File: config.mk
export PLATFORM = sky130hd
export DESIGN_NAME = mem_access_unit
export DESIGN_NICKNAME = d
export VERILOG_FILES = /design/src/rtl/mem_access_pkg.sv /design/src/rtl/mem_lane_align.sv /design/src/rtl/mem_access_unit.sv
export SDC_FILE = /design/constraint.sdc
export NUM_CORES = 1
export LEC_CHECK = 0
export ABC_AREA = 1
export BUFFER_PORTS_ARGS = -buffer_cell sky130_fd_sc_hd__buf_2
export CAP_MARGIN = 20
export CORE_MARGIN = 5
export CORE_UTILIZATION = 30
export CTS_BUF_LIST = sky130_fd_sc_hd__clkbuf_8
export DETAILED_ROUTE_END_ITERATION = 12
export PLACE_DENSITY = 0.6
export REMOVE_ABC_BUFFERS = 1
export SLEW_MARGIN = 40
export SYNTH_ARGS = -nofsm -noshare
export SYNTH_HDL_FRONTEND = slang
export SYNTH_SLANG_ARGS = --single-unit
File: constraint.sdc
create_clock -name clk -period 4.2 [get_ports clk]
set_input_delay 0.63 -clock clk [delete_from_list [all_inputs] [get_ports clk]]
set_output_delay 0.63 -clock clk [all_outputs]
set_load 0.02 [all_outputs]
File: src/rtl/mem_access_pkg.sv
// Shared encodings and constants for the load/store memory access unit.
package mem_access_pkg;

  // Access size encodings as presented on req_size
  localparam logic [1:0] SZ_BYTE = 2'b00;
  localparam logic [1:0] SZ_HALF = 2'b01;
  localparam logic [1:0] SZ_WORD = 2'b10;

  // Supported range of memory read latency
  localparam int LATENCY_MIN = 1;
  localparam int LATENCY_MAX = 4;

  typedef enum logic [2:0] {
    ST_IDLE,
    ST_WRITE,
    ST_RD_WAIT,
    ST_RMW_WAIT,
    ST_RESP
  } state_t;

  function automatic bit latency_in_range(input int lat);
    return (lat >= LATENCY_MIN) && (lat <= LATENCY_MAX);
  endfunction

endpackage

File: src/rtl/mem_lane_align.sv
// Combinational lane handling: load extract/extend, store merge, alignment check.
module mem_lane_align
  import mem_access_pkg::*;
(
  input  logic [1:0]  size,
  input  logic [1:0]  addr_lo,
  input  logic        zero_ext,
  input  logic [31:0] rdata,
  input  logic [15:0] store_data,
  output logic [31:0] load_data,
  output logic [31:0] merged_word,
  output logic        misaligned
);

  logic [7:0]  byte_sel;
  logic [15:0] half_sel;
  logic [31:0] store_rep;
  logic [3:0]  byte_en;

  // Pick the addressed byte and halfword out of the read word (little-endian)
  always_comb begin
    byte_sel = rdata[{addr_lo, 3'b000} +: 8];
    half_sel = addr_lo[1] ? rdata[31:16] : rdata[15:0];
  end

  // Extend the selected lane to 32 bits
  always_comb begin
    load_data = rdata;
    case (size)
      SZ_BYTE: load_data = zero_ext ? {24'h0, byte_sel} : {{24{byte_sel[7]}}, byte_sel};
      SZ_HALF: load_data = zero_ext ? {16'h0, half_sel} : {{16{half_sel[15]}}, half_sel};
      default: load_data = rdata;
    endcase
  end

  // Replicate store data across lanes and work out which bytes it replaces
  always_comb begin
    byte_en   = 4'b1111;
    store_rep = {2{store_data}};
    case (size)
      SZ_BYTE: begin
        byte_en   = 4'b0001 << addr_lo;
        store_rep = {4{store_data[7:0]}};
      end
      SZ_HALF: begin
        byte_en   = addr_lo[1] ? 4'b1100 : 4'b0011;
        store_rep = {2{store_data}};
      end
      default: begin
        byte_en   = 4'b1111;
        store_rep = {2{store_data}};
      end
    endcase
  end

  // Per-lane merge of store data into the word read back from memory
  genvar gi;
  generate
    for (gi = 0; gi < 4; gi++) begin : g_lane
      assign merged_word[8*gi +: 8] = byte_en[gi] ? store_rep[8*gi +: 8] : rdata[8*gi +: 8];
    end
  endgenerate

  // Illegal size, odd halfword, or word not on a 4-byte boundary
  assign misaligned = (size == 2'b11)
                   || ((size == SZ_HALF) && addr_lo[0])
                   || ((size == SZ_WORD) && (addr_lo != 2'b00));

endmodule

File: src/rtl/mem_access_unit.sv
// Load/store initiator: one request at a time, waits out read latency,
// performs sub-word stores as read-modify-write, returns extended load data.
module mem_access_unit
  import mem_access_pkg::*;
#(
  parameter int MEM_LATENCY = 1,
  parameter int ADDR_W      = 32
) (
  input  logic              clk,
  input  logic              reset,
  input  logic              req_valid,
  output logic              req_ready,
  input  logic              req_write,
  input  logic [1:0]        req_size,
  input  logic              req_unsigned,
  input  logic [ADDR_W-1:0] req_addr,
  input  logic [31:0]       req_wdata,
  output logic              resp_valid,
  input  logic              resp_ready,
  output logic [31:0]       resp_rdata,
  output logic              resp_err,
  output logic              mem_read,
  output logic              mem_write,
  output logic [31:0]       mem_addr,
  output logic [31:0]       mem_wdata,
  input  logic [31:0]       mem_rdata
);

  generate
    if (!latency_in_range(MEM_LATENCY)) begin : g_bad_latency
      $error("mem_access_unit: MEM_LATENCY must be between 1 and 4");
    end
  endgenerate

  localparam logic [2:0] LAT_CNT = 3'(MEM_LATENCY);

  state_t      state_reg, state_next;
  logic [2:0]  cnt_reg, cnt_next;
  logic [1:0]  size_reg, size_next;
  logic        zero_ext_reg, zero_ext_next;
  logic [1:0]  addr_lo_reg, addr_lo_next;
  logic [15:0] wdata_reg, wdata_next;
  logic [31:0] rdata_reg, rdata_next;
  logic        err_reg, err_next;
  logic        mem_read_reg, mem_read_next;
  logic        mem_write_reg, mem_write_next;
  logic [31:0] mem_addr_reg, mem_addr_next;
  logic [31:0] mem_wdata_reg, mem_wdata_next;

  logic        is_idle;
  logic [1:0]  align_size;
  logic [1:0]  align_addr_lo;
  logic        align_zero_ext;
  logic [31:0] load_data;
  logic [31:0] merged_word;
  logic        misaligned;

  // In IDLE the aligner checks the live request; afterwards it uses the captured fields
  assign is_idle        = (state_reg == ST_IDLE);
  assign align_size     = is_idle ? req_size : size_reg;
  assign align_addr_lo  = is_idle ? req_addr[1:0] : addr_lo_reg;
  assign align_zero_ext = is_idle ? req_unsigned : zero_ext_reg;

  mem_lane_align u_align (
    .size        (align_size),
    .addr_lo     (align_addr_lo),
    .zero_ext    (align_zero_ext),
    .rdata       (mem_rdata),
    .store_data  (wdata_reg),
    .load_data   (load_data),
    .merged_word (merged_word),
    .misaligned  (misaligned)
  );

  // Next-state and next-register logic; memory strobes default low so they pulse once
  always_comb begin
    state_next     = state_reg;
    cnt_next       = cnt_reg;
    size_next      = size_reg;
    zero_ext_next  = zero_ext_reg;
    addr_lo_next   = addr_lo_reg;
    wdata_next     = wdata_reg;
    rdata_next     = rdata_reg;
    err_next       = err_reg;
    mem_read_next  = 1'b0;
    mem_write_next = 1'b0;
    mem_addr_next  = mem_addr_reg;
    mem_wdata_next = mem_wdata_reg;
    case (state_reg)
      ST_IDLE: begin
        if (req_valid) begin
          size_next     = req_size;
          zero_ext_next = req_unsigned;
          addr_lo_next  = req_addr[1:0];
          wdata_next    = req_wdata[15:0];
          rdata_next    = 32'h0;
          err_next      = misaligned;
          cnt_next      = 3'd0;
          if (misaligned) begin
            state_next = ST_RESP;
          end else begin
            mem_addr_next = 32'(req_addr[ADDR_W-1:2]);
            if (req_write && (req_size == SZ_WORD)) begin
              mem_write_next = 1'b1;
              mem_wdata_next = req_wdata;
              state_next     = ST_WRITE;
            end else begin
              mem_read_next = 1'b1;
              state_next    = req_write ? ST_RMW_WAIT : ST_RD_WAIT;
            end
          end
        end
      end
      ST_WRITE: begin
        state_next = ST_RESP;
      end
      ST_RD_WAIT: begin
        if (cnt_reg == LAT_CNT) begin
          rdata_next = load_data;
          state_next = ST_RESP;
        end else begin
          cnt_next = cnt_reg + 3'd1;
        end
      end
      ST_RMW_WAIT: begin
        if (cnt_reg == LAT_CNT) begin
          mem_wdata_next = merged_word;
          mem_write_next = 1'b1;
          state_next     = ST_WRITE;
        end else begin
          cnt_next = cnt_reg + 3'd1;
        end
      end
      ST_RESP: begin
        if (resp_ready) begin
          state_next = ST_IDLE;
        end
      end
      default: begin
        state_next = ST_IDLE;
      end
    endcase
  end

  // State and datapath registers; reset aborts any access in flight
  always_ff @(posedge clk or posedge reset) begin
    if (reset) begin
      state_reg     <= ST_IDLE;
      cnt_reg       <= 3'd0;
      size_reg      <= SZ_BYTE;
      zero_ext_reg  <= 1'b0;
      addr_lo_reg   <= 2'b00;
      wdata_reg     <= 16'h0;
      rdata_reg     <= 32'h0;
      err_reg       <= 1'b0;
      mem_read_reg  <= 1'b0;
      mem_write_reg <= 1'b0;
      mem_addr_reg  <= 32'h0;
      mem_wdata_reg <= 32'h0;
    end else begin
      state_reg     <= state_next;
      cnt_reg       <= cnt_next;
      size_reg      <= size_next;
      zero_ext_reg  <= zero_ext_next;
      addr_lo_reg   <= addr_lo_next;
      wdata_reg     <= wdata_next;
      rdata_reg     <= rdata_next;
      err_reg       <= err_next;
      mem_read_reg  <= mem_read_next;
      mem_write_reg <= mem_write_next;
      mem_addr_reg  <= mem_addr_next;
      mem_wdata_reg <= mem_wdata_next;
    end
  end

  assign req_ready  = is_idle;
  assign resp_valid = (state_reg == ST_RESP);
  assign resp_rdata = rdata_reg;
  assign resp_err   = err_reg;
  assign mem_read   = mem_read_reg;
  assign mem_write  = mem_write_reg;
  assign mem_addr   = mem_addr_reg;
  assign mem_wdata  = mem_wdata_reg;

endmodule

==> flow_summary.yaml, run 1 <==
outcome:
  status: "complete, no violations"
timing:
  worstMarginPinSlew_ns: 0.6584
  whs_ns: 0.2496
  clock-skew-final_ns: 0.01110
  final.min_clock_period_ns: 2.981
  post-route-period-util_pct: 70.97
  max-slew-margin-rel_pct: 55.95
  finalMaxSlewViolations: 0
  rsz0062_at_grt: "false"
  fmax_mhz: 335.5
  setup_viol: 0
  fin_tns_setup_ns: 0
  final_hold_viol_count: 0
place:
  gp_congestion: 0.8830
  hpwlAfterDp_mm: 17.01
  port_buffers: 202
  placed_area_um2: 8055
synthesis:
  ys_warn_count: 0
  synth_top_area_cell: "dfrtp_1"
  synthFlopType: "dfrtp_1"
  ys_seq_area_share_pct: 45.32
  async_flop_share_pct: 100.0
  netlist_area_um2: 6847
  synth.most_common_cell: "nand2_1"
  synth.distinct_cells: 31
  ys_seq_elements: 124
  avgSynthCellArea_um2: 6.902
  postSynthCellCount: 992
  synth_edf_count: 0
  synth_top_area_share_pct: 45.32
  synthTopCellsByCount: "nand2_1 (464), nand3_1 (138), dfrtp_1 (124)"
  synth_area_leaders: "dfrtp_1 (45%), nand2_1 (25%), nand3_1 (10%), inv_1 (5.0%), o21ai_0 (3.9%)"
floorplan:
  die_h_um: 161.1
  start_util_pct: 30.33
  core_area_um2: 22570
  dieArea_um2: 25940
  die_w_um: 161.1
  rows: 55
  io_pins: 205
power:
  power_leakage_nw: 5.135
  ir_drop_mv: 0.3477
  p_per_area_nw_per_um2: 785.6
  total_power_mw: 6.682
grt:
  first_global_vias: 6668
  grt_pass1_wl_mm: 36.16
  antenna_found_initial: 4
  grt_max_degree: 63
  grt_overflow: 0
  grt_usage_pct: 17.36
setup_path:
  cp-start-kind: "flip-flop"
  crit_path_max_fanout: 33
  path_class: "flip-flop to flip-flop"
  end_kind: "flip-flop"
  cp_data_required_time_ns: 4.53
  arrival_ns: 3.31
cts:
  post_cts_buffers: 0
  clk_pin_slew_ns: 0.08
  postCtsHoldBufs: 0
  clock-root-buffer: "clkbuf_8"
  post_cts_resize_count: 0
  cts.path.max_buffers: 2
  clk_latency_ns: 0.44
  clock_sinks: 124
  htree_num_levels: 4
  cts_tree: "yes"
  cts_buffers: 17
layout:
  n_fill_cell: 2444
  fin_nets: 1282
  multi_input_area_um2: 3147
  regArea_um2: 3103
  syn_to_final_growth_pct: 24.23
  drive_above_1_share_pct: 22.90
  fin_area_um2: 8506
hold_path:
  hp-class: "input port to asynchronous set/reset pin"
routing:
  wl_per_cell_um: 15.32
  route.antenna.remaining_nets: 0
  vias_per_cell: 4.716
  dr.pass1.iters: 5
  drt_iter0_drc: 615
  routed_wl_mm: 22.59
  drt_drc_violations_left: 0
  dr_total_vias: 6952
run:
  drv_cap: 0
[layer usage]
layer / global-route usage, % / wire (µm)
met1: 23.10 / 10010
met5: 0 / 62
met2: 27.42 / 10340
met4: 3.722 / 219
met3: 6.150 / 1957
[logic make-up after synthesis]
family	Yosys count	share of synthesized area, %
other	1	0.05477
XOR/XNOR	1	0.1279
flip-flops	124	45.32
buffers and inverters	143	8.845
adder cells (fa/ha/maj)	2	0.3654
AND/OR/NAND/NOR	653	40.19
AO/OA/AOI/OAI	68	5.099
[per-stage QoR]
step | instances | utilization (%) | worst slack [ns]
detailed placement | 1442 | 35.69 | 1.234
CTS | 1473 | 37.66 | 1.228
global route | 1473 | 37.67 | 0.8538
finish | 1474 | 37.68 | 1.219
floorplan | 944 | - | 0.2708
global placement | 1442 | 35.69 | 1.325
[critical path, cell delays in order (launching register included)]
cell	delay, ns
dfrtp_1	0.44
nor2_4	0.24
nand2_2	0.21
nand2_1	0.11
nand2_1	0.32
o21ai_1	0.27
o21ai_2	0.11
nand3_2	0.07
buf_4	0.32
nand2_2	0.48
nand2_1	0.21
nand2_1	0.07
[power breakdown]
| part | switching [mW] | internal [mW] |
|---|---|---|
| Clock | 0.497 | 0.714 |
| Combinational | 2.50 | 1.06 |
| Sequential | 0.240 | 1.67 |
| Total | 3.24 | 3.44 |
[final cells by class]
cell class,instances,area share [%]
multi-input cells,726,37.00
flip-flops and latches,124,36.48
repair buffers,213,12.86
inverters,94,4.207
well taps,285,4.192
clock buffers,18,2.913
clock inverters,13,2.324
diodes,1,0.02942
[path summary, 6_finish.rpt]
path                                           startpoint                    endpoint  slack [ns]  cells after the start
worst max-delay path             state_reg[1]$_DFFE_PP0P_   mem_wdata[10]$_DFFE_PP0P_        1.22                     11
worst min-delay path                                reset        resp_err$_DFFE_PP0P_        0.25                      2
worst max register to register   state_reg[1]$_DFFE_PP0P_   mem_wdata[10]$_DFFE_PP0P_        1.22                     11
worst min register to register  resp_rdata[8]$_DFFE_PP0P_   resp_rdata[8]$_DFFE_PP0P_        0.48                      2
max in group asynchronous                           reset  resp_rdata[23]$_DFFE_PP0P_        3.04                      3
min in group clk                              req_addr[5]     mem_addr[3]$_DFFE_PP0P_        0.38                      3
[placed cells by master, fill, tap and decap left out, types with 3 or more instances in the layout]
cell         n
nand2_1    464
buf_2      202
nand3_1    138
dfrtp_1    124
inv_1       90
o21ai_0     54
nor2_1      20
clkbuf_8    18
nand2_2     12
buf_4       11
a21oi_1      8
bufinv_16    5
inv_2        4
clkinv_2     4
o21ai_1      3
nand3_2      3
nor2_2       3
nand4_1      3
Power figures use the tool's default switching activity.
==> run 2: changes to the inputs <==
--- a/config.mk
+++ b/config.mk
@@ -5,14 +5,14 @@
 export SDC_FILE = /design/constraint.sdc
 export NUM_CORES = 1
 export LEC_CHECK = 0
-export ABC_AREA = 1
+export ABC_AREA = 0
 export BUFFER_PORTS_ARGS = -buffer_cell sky130_fd_sc_hd__buf_2
 export CAP_MARGIN = 20
 export CORE_MARGIN = 5
 export CORE_UTILIZATION = 30
 export CTS_BUF_LIST = sky130_fd_sc_hd__clkbuf_8
 export DETAILED_ROUTE_END_ITERATION = 12
-export PLACE_DENSITY = 0.6
+export PLACE_DENSITY = 0.61
 export REMOVE_ABC_BUFFERS = 1
 export SLEW_MARGIN = 40
 export SYNTH_ARGS = -nofsm -noshare
==> constraint.sdc (replaced) <==
create_clock -name clk -period 3.05 [get_ports clk]
set_input_delay 0.4575 -clock clk [delete_from_list [all_inputs] [get_ports clk]]
set_output_delay 0.4575 -clock clk [all_outputs]
set_load 0.02 [all_outputs]
==> run 2 against run 1 <==
Register-to-register slack got worse by 0.76 ns. Synthesized area fell by 9.0%. Sequential power up 54%. Critical path depth fell by 5. Global-route usage is 0.53 points higher. Clock skew increased by 0.0040 ns. Largest power group unchanged. Combinational power increased by 13%. Largest cell class is now sequential cells. Cell count shrank 29%. Synthesized cell count is 43% lower. Total power grew 25%.
==> flow_summary.yaml, run 2 <==
outcome:
  status: "complete, no violations"
cts:
  htree_num_levels: 4
  cts_buffers: 17
  clk_latency_ns: 0.43
  clock-root-buffer: "clkbuf_8"
  postCtsHoldBufs: 0
  clk_pin_slew_ns: 0.07
  clock_sinks: 124
  cts.path.max_buffers: 2
  post_cts_buffers: 0
  cts_tree: "yes"
  post_cts_resize_count: 0
timing:
  fmax_mhz: 386.7
  final_hold_viol_count: 0
  worstMarginPinSlew_ns: 0.7102
  setup_viol: 0
  max-slew-margin-rel_pct: 52.60
  finalMaxSlewViolations: 0
  final.min_clock_period_ns: 2.586
  post-route-period-util_pct: 84.79
  clock-skew-final_ns: 0.01511
  fin_ws_ns: 0.4640
  rsz0062_at_grt: "false"
floorplan:
  io_pins: 205
  rows: 52
  die_h_um: 154.1
  die_w_um: 154.1
  start_util_pct: 30.60
  dieArea_um2: 23750
  core_area_um2: 20360
grt:
  grt_overflow: 0
  first_global_vias: 5548
  grt_max_degree: 57
  grt_pass1_wl_mm: 33.41
  antenna_found_initial: 3
  grt_usage_pct: 17.89
layout:
  syn_to_final_growth_pct: 27.35
  drive_above_1_share_pct: 40.47
  layoutNonFillerInstCount: 1044
  final_util_pct: 38.97
  fin_nets: 865
  fin_area_um2: 7935
  final_common_cell: "buf_2"
  final_cell_mix: "buf_2 (202), dfrtp_1 (124), nand2_1 (54)"
place:
  preCtsSetupSlack_ns: 0.4435
  hpwlAfterDp_mm: 16.60
  dp_cells: 1010
  gp_congestion: 0.9020
  placed_area_um2: 7557
  port_buffers: 202
synthesis:
  synth_top_area_cell: "dfrtp_1"
  netlist_area_um2: 6231
  synth.most_common_cell: "dfrtp_1"
  synth_area_leaders: "dfrtp_1 (50%), mux2_2 (8.5%), mux2i_1 (5.8%), a221oi_1 (3.4%), nand2_1 (3.3%)"
  synth_top_area_share_pct: 49.80
  synth_edf_count: 0
  async_flop_share_pct: 100.0
  synthFlopType: "dfrtp_1"
  avgSynthCellArea_um2: 11.09
  synthTopCellsByCount: "dfrtp_1 (124), nand2_1 (54), mux2_2 (47)"
  postSynthCellCount: 562
  ys_warn_count: 0
  synth.distinct_cells: 58
  ys_seq_elements: 124
  ys_seq_area_share_pct: 49.80
routing:
  dr.pass1.iters: 4
  wl_per_cell_um: 20.91
  vias_per_cell: 5.330
  drt_drc_violations_left: 0
  routed_wl_mm: 21.83
  dr_total_vias: 5565
  route.antenna.remaining_nets: 0
  drt_iter0_drc: 410
power:
  power_leakage_nw: 3.901
  ir_drop_mv: 0.4968
  p_per_area_nw_per_um2: 1052
  total_power_mw: 8.347
setup_path:
  r2r_slack_ns: 0.46
  cp-startpoint: "state_reg[1]$_DFFE_PP0P_"
  end_kind: "flip-flop"
  path_class: "flip-flop to flip-flop"
  r2r-start: "state_reg[1]$_DFFE_PP0P_"
  r2r-end: "resp_rdata[21]$_DFFE_PP0P_"
  cp-start-kind: "flip-flop"
  crit_path_max_fanout: 13
  arrival_ns: 2.95
  crit_end: "resp_rdata[21]$_DFFE_PP0P_"
  r2r_cells: 6
  cp_data_required_time_ns: 3.41
run:
  drv_cap: 0
hold_path:
  hp-class: "input port to asynchronous set/reset pin"
==> run 2: per-layer routing <==
metal / GRT usage (%) / vias up / part of all wire (%)
met3: 6.324 / 24 / 9.5
met1: 24.38 / 2744 / 43
met4: 5.467 / 0 / 1.7
met2: 26.73 / 277 / 45
met5: 0 / - / 0
li1: - / 2520 / -
==> run 2: metrics by stage <==
stage | setup TNS (ns) | hold slack (ns)
global placement | 0 | 0.4663
CTS | 0 | 0.01663
detailed placement | 0 | 0.4756
floorplan | -113.31 | 0.4457
global route | 0 | 0.03180
finish | 0 | 0.02420
==> run 2: cell families (layout without fill, tap and decap cells) <==
kind of cell / Yosys count / count (layout) / synth area share (%)
AOI/OAI and AO/OA: 168 / 168 / 20.70
adders and majority gates: 2 / 2 / 0.4015
buffers and inverters: 52 / 260 / 3.895
DFF: 124 / 124 / 49.80
muxes: 85 / 85 / 14.86
other: 1 / 5 / 0.06018
and+or+nand+nor: 130 / 130 / 10.28
==> run 2: how the worst min path moves through the flow <==
stage / cells after the start / end / from / slack [ns]
2_1_floorplan: 2 / zero_ext_reg$_DFFE_PP0P_ / zero_ext_reg$_DFFE_PP0P_ / 0.45
3_3_place_gp: 2 / resp_err$_DFFE_PP0P_ / resp_err$_DFFE_PP0P_ / 0.47
3_5_place_dp: 2 / zero_ext_reg$_DFFE_PP0P_ / zero_ext_reg$_DFFE_PP0P_ / 0.48
4_1_cts: 2 / mem_addr[0]$_DFFE_PP0P_ / reset / 0.02
5_1_grt: 2 / mem_addr[5]$_DFFE_PP0P_ / reset / 0.03
6_report: 2 / mem_addr[5]$_DFFE_PP0P_ / reset / 0.02
==> run 2: cell type report <==
type                       count  area, µm²
fill                        2006      12430
sequential                   124       3103
multi-input combinational    387       2908
timing repair buffer         220       1171
tap                          270      337.8
clock buffer                  19      261.5
clock inverter                12      108.9
inverter                       9      37.54
antenna                        3      7.507
==> run 2: where the power goes <==
group / total [mW] / leakage (nW) / internal [mW] / switching [mW]
sequential: 2.93 / 1.55 / 2.38 / 0.544
combinational: 4.03 / 2.15 / 1.61 / 2.42
clock: 1.39 / 0.204 / 0.745 / 0.646
==> run 2: critical path, stage by stage (launching register included) <==
cell	delay, ns
dfrtp_1	0.54
or4b_1	0.63
a21bo_2	0.25
a2111oi_4	0.65
buf_4	0.28
a221oi_1	0.06
nand2_1	0.12
==> run 3: changes to the inputs <==
==> constraint.sdc (replaced) <==
create_clock -name clk -period 2.5 [get_ports clk]
set_input_delay 0.375 -clock clk [delete_from_list [all_inputs] [get_ports clk]]
set_output_delay 0.375 -clock clk [all_outputs]
set_load 0.02 [all_outputs]
==> run 3 against run 2 <==
Sequential power rose by 21%. Global-route usage rose by 0.12 points. Routed wire length fell by 1.6%. Clock power up 46%. Critical endpoint is now resp_rdata[7]$_DFFE_PP0P_.
==> flow_summary.yaml, run 3 (synthesized netlist as in run 2, its figures left out) <==
hold_path:
  hp-class: "input port to flip-flop"
timing:
  fin_ws_ns: 0.1889
  fmax_mhz: 432.7
  post-route-period-util_pct: 92.45
  clock-skew-final_ns: 0.01711
  rsz0062_at_grt: "false"
  finalMaxSlewViolations: 0
  max-slew-margin-rel_pct: 53.29
  final_hold_viol_count: 0
  worstMarginPinSlew_ns: 0.6953
  whs_ns: 0.1434
  final.min_clock_period_ns: 2.311
  fin_tns_setup_ns: 0
  setup_viol: 0
grt:
  grt_max_degree: 79
  grt_pass1_wl_mm: 34.04
  first_global_vias: 5818
  grt_usage_pct: 18.01
  grt_overflow: 0
  antenna_found_initial: 0
cts:
  clk_latency_ns: 0.45
  cts_tree: "yes"
  clk_pin_slew_ns: 0.07
  clock-root-buffer: "clkbuf_8"
  htree_num_levels: 4
  clock_sinks: 124
  cts_buffers: 17
  cts.path.max_buffers: 2
  post_cts_resize_count: 0
layout:
  final_cell_mix: "buf_2 (202), dfrtp_1 (124), nand2_1 (54)"
  final_util_pct: 40.29
  final_common_cell: "buf_2"
  fin_area_um2: 8204
  drive_above_1_share_pct: 42.62
  fin_nets: 887
  diodes: 0
  n_fill_cell: 2019
  regArea_um2: 3103
  layoutNonFillerInstCount: 1063
  multi_input_area_um2: 2908
  syn_to_final_growth_pct: 31.67
setup_path:
  cp-start-kind: "flip-flop"
  crit_buf_inv: 3
  cp_common_cell: "buf_4"
  r2r_cells: 8
  cp_data_required_time_ns: 2.82
  path_cells: "or3_4 > clkinv_2 > buf_4 > nor4b_1 > a41o_1 > buf_4 > a222oi_1 > o21ai_1"
  arrival_ns: 2.63
  r2r_slack_ns: 0.19
  end_kind: "flip-flop"
  cp-startpoint: "state_reg[1]$_DFFE_PP0P_"
  crit_end: "resp_rdata[7]$_DFFE_PP0P_"
  crit_family: "compound AO/OA/AOI/OAI gates"
  r2r-end: "resp_rdata[7]$_DFFE_PP0P_"
  slowest_stage: "or3_4"
  crit_path_max_fanout: 15
  critical_path.max_stage_delay_ns: 0.50
  path_depth: 8
  path_class: "flip-flop to flip-flop"
  r2r-start: "state_reg[1]$_DFFE_PP0P_"
outcome:
  status: "complete, no violations"
power:
  p_per_area_nw_per_um2: 1309
  total_power_mw: 10.74
  power_leakage_nw: 4.039
  ir_drop_mv: 0.5488
routing:
  drt_iter0_drc: 293
  wl_per_cell_um: 20.22
  routed_wl_mm: 21.49
  vias_per_cell: 5.219
  dr.pass1.iters: 7
  drt_drc_violations_left: 0
  dr_total_vias: 5548
  route.antenna.remaining_nets: 0
floorplan:
  core_area_um2: 20360
  die_w_um: 154.1
  start_util_pct: 30.60
  io_pins: 205
  rows: 52
  die_h_um: 154.1
  dieArea_um2: 23750
place:
  dp_cells: 1026
  placed_area_um2: 7690
  port_buffers: 202
  hpwlAfterDp_mm: 16.54
  preCtsSetupSlack_ns: 0.09537
  gp_congestion: 0.9000
run:
  drv_cap: 0
run 3: cell count changes in the layout (fill, tap and decap cells not counted), moves of 2 or more:
| cell | change |
|---|---|
| buf_4 | +19 |
| inv_1 | -5 |
| inv_6 | +4 |
| clkinv_2 | -3 |
| diode_2 | -3 |
| buf_12 | +2 |
| bufinv_16 | +2 |
run 3: layout make-up:
cell class,count,area share [%]
Clock buffer,20,3.355
Tap cell,270,4.118
Timing Repair Buffer,242,16.62
Multi-Input combinational cell,387,35.44
Clock inverter,11,2.181
Inverter,9,0.4575
Sequential cell,124,37.82
run 3: how the worst min path moves through the flow:
stage | from | to | slack (ns) | depth (start not counted)
after floorplan | zero_ext_reg$_DFFE_PP0P_ | zero_ext_reg$_DFFE_PP0P_ | 0.45 | 2
after detailed placement | reset | mem_addr[21]$_DFFE_PP0P_ | 0.46 | 3
after global routing | req_addr[21] | mem_addr[19]$_DFFE_PP0P_ | 0.12 | 2
final | req_unsigned | zero_ext_reg$_DFFE_PP0P_ | 0.14 | 3
after global placement | reset | mem_addr[21]$_DFFE_PP0P_ | 0.45 | 3
after CTS | req_unsigned | zero_ext_reg$_DFFE_PP0P_ | 0.13 | 3
run 3: what timing repair did:
item	in CTS	in global routing
setup endpoints to repair	0	11
hold endpoints to repair	42	0
hold buffers	1	0
setup buffers	0	5
run 3: routing by layer:
metal	part of all wire [%]	vias to the layer above	global-route usage (%)
li1	-	2573	-
met1	43	2707	24.38
met2	46	252	28.16
met3	9.1	16	5.987
met4	0.97	0	3.953
met5	0	-	0
run 3: tightest hold or removal path: stages:
cell and delay, ns:
buf_2 0.09, nand2_1 0.04, nand2_1 0.04
run 3: where the power goes:
part / total [mW] / internal [mW] / switching (mW)
logic: 5.17 / 2.17 / 2.99
registers: 3.54 / 2.91 / 0.633
clock network: 2.03 / 1.18 / 0.856
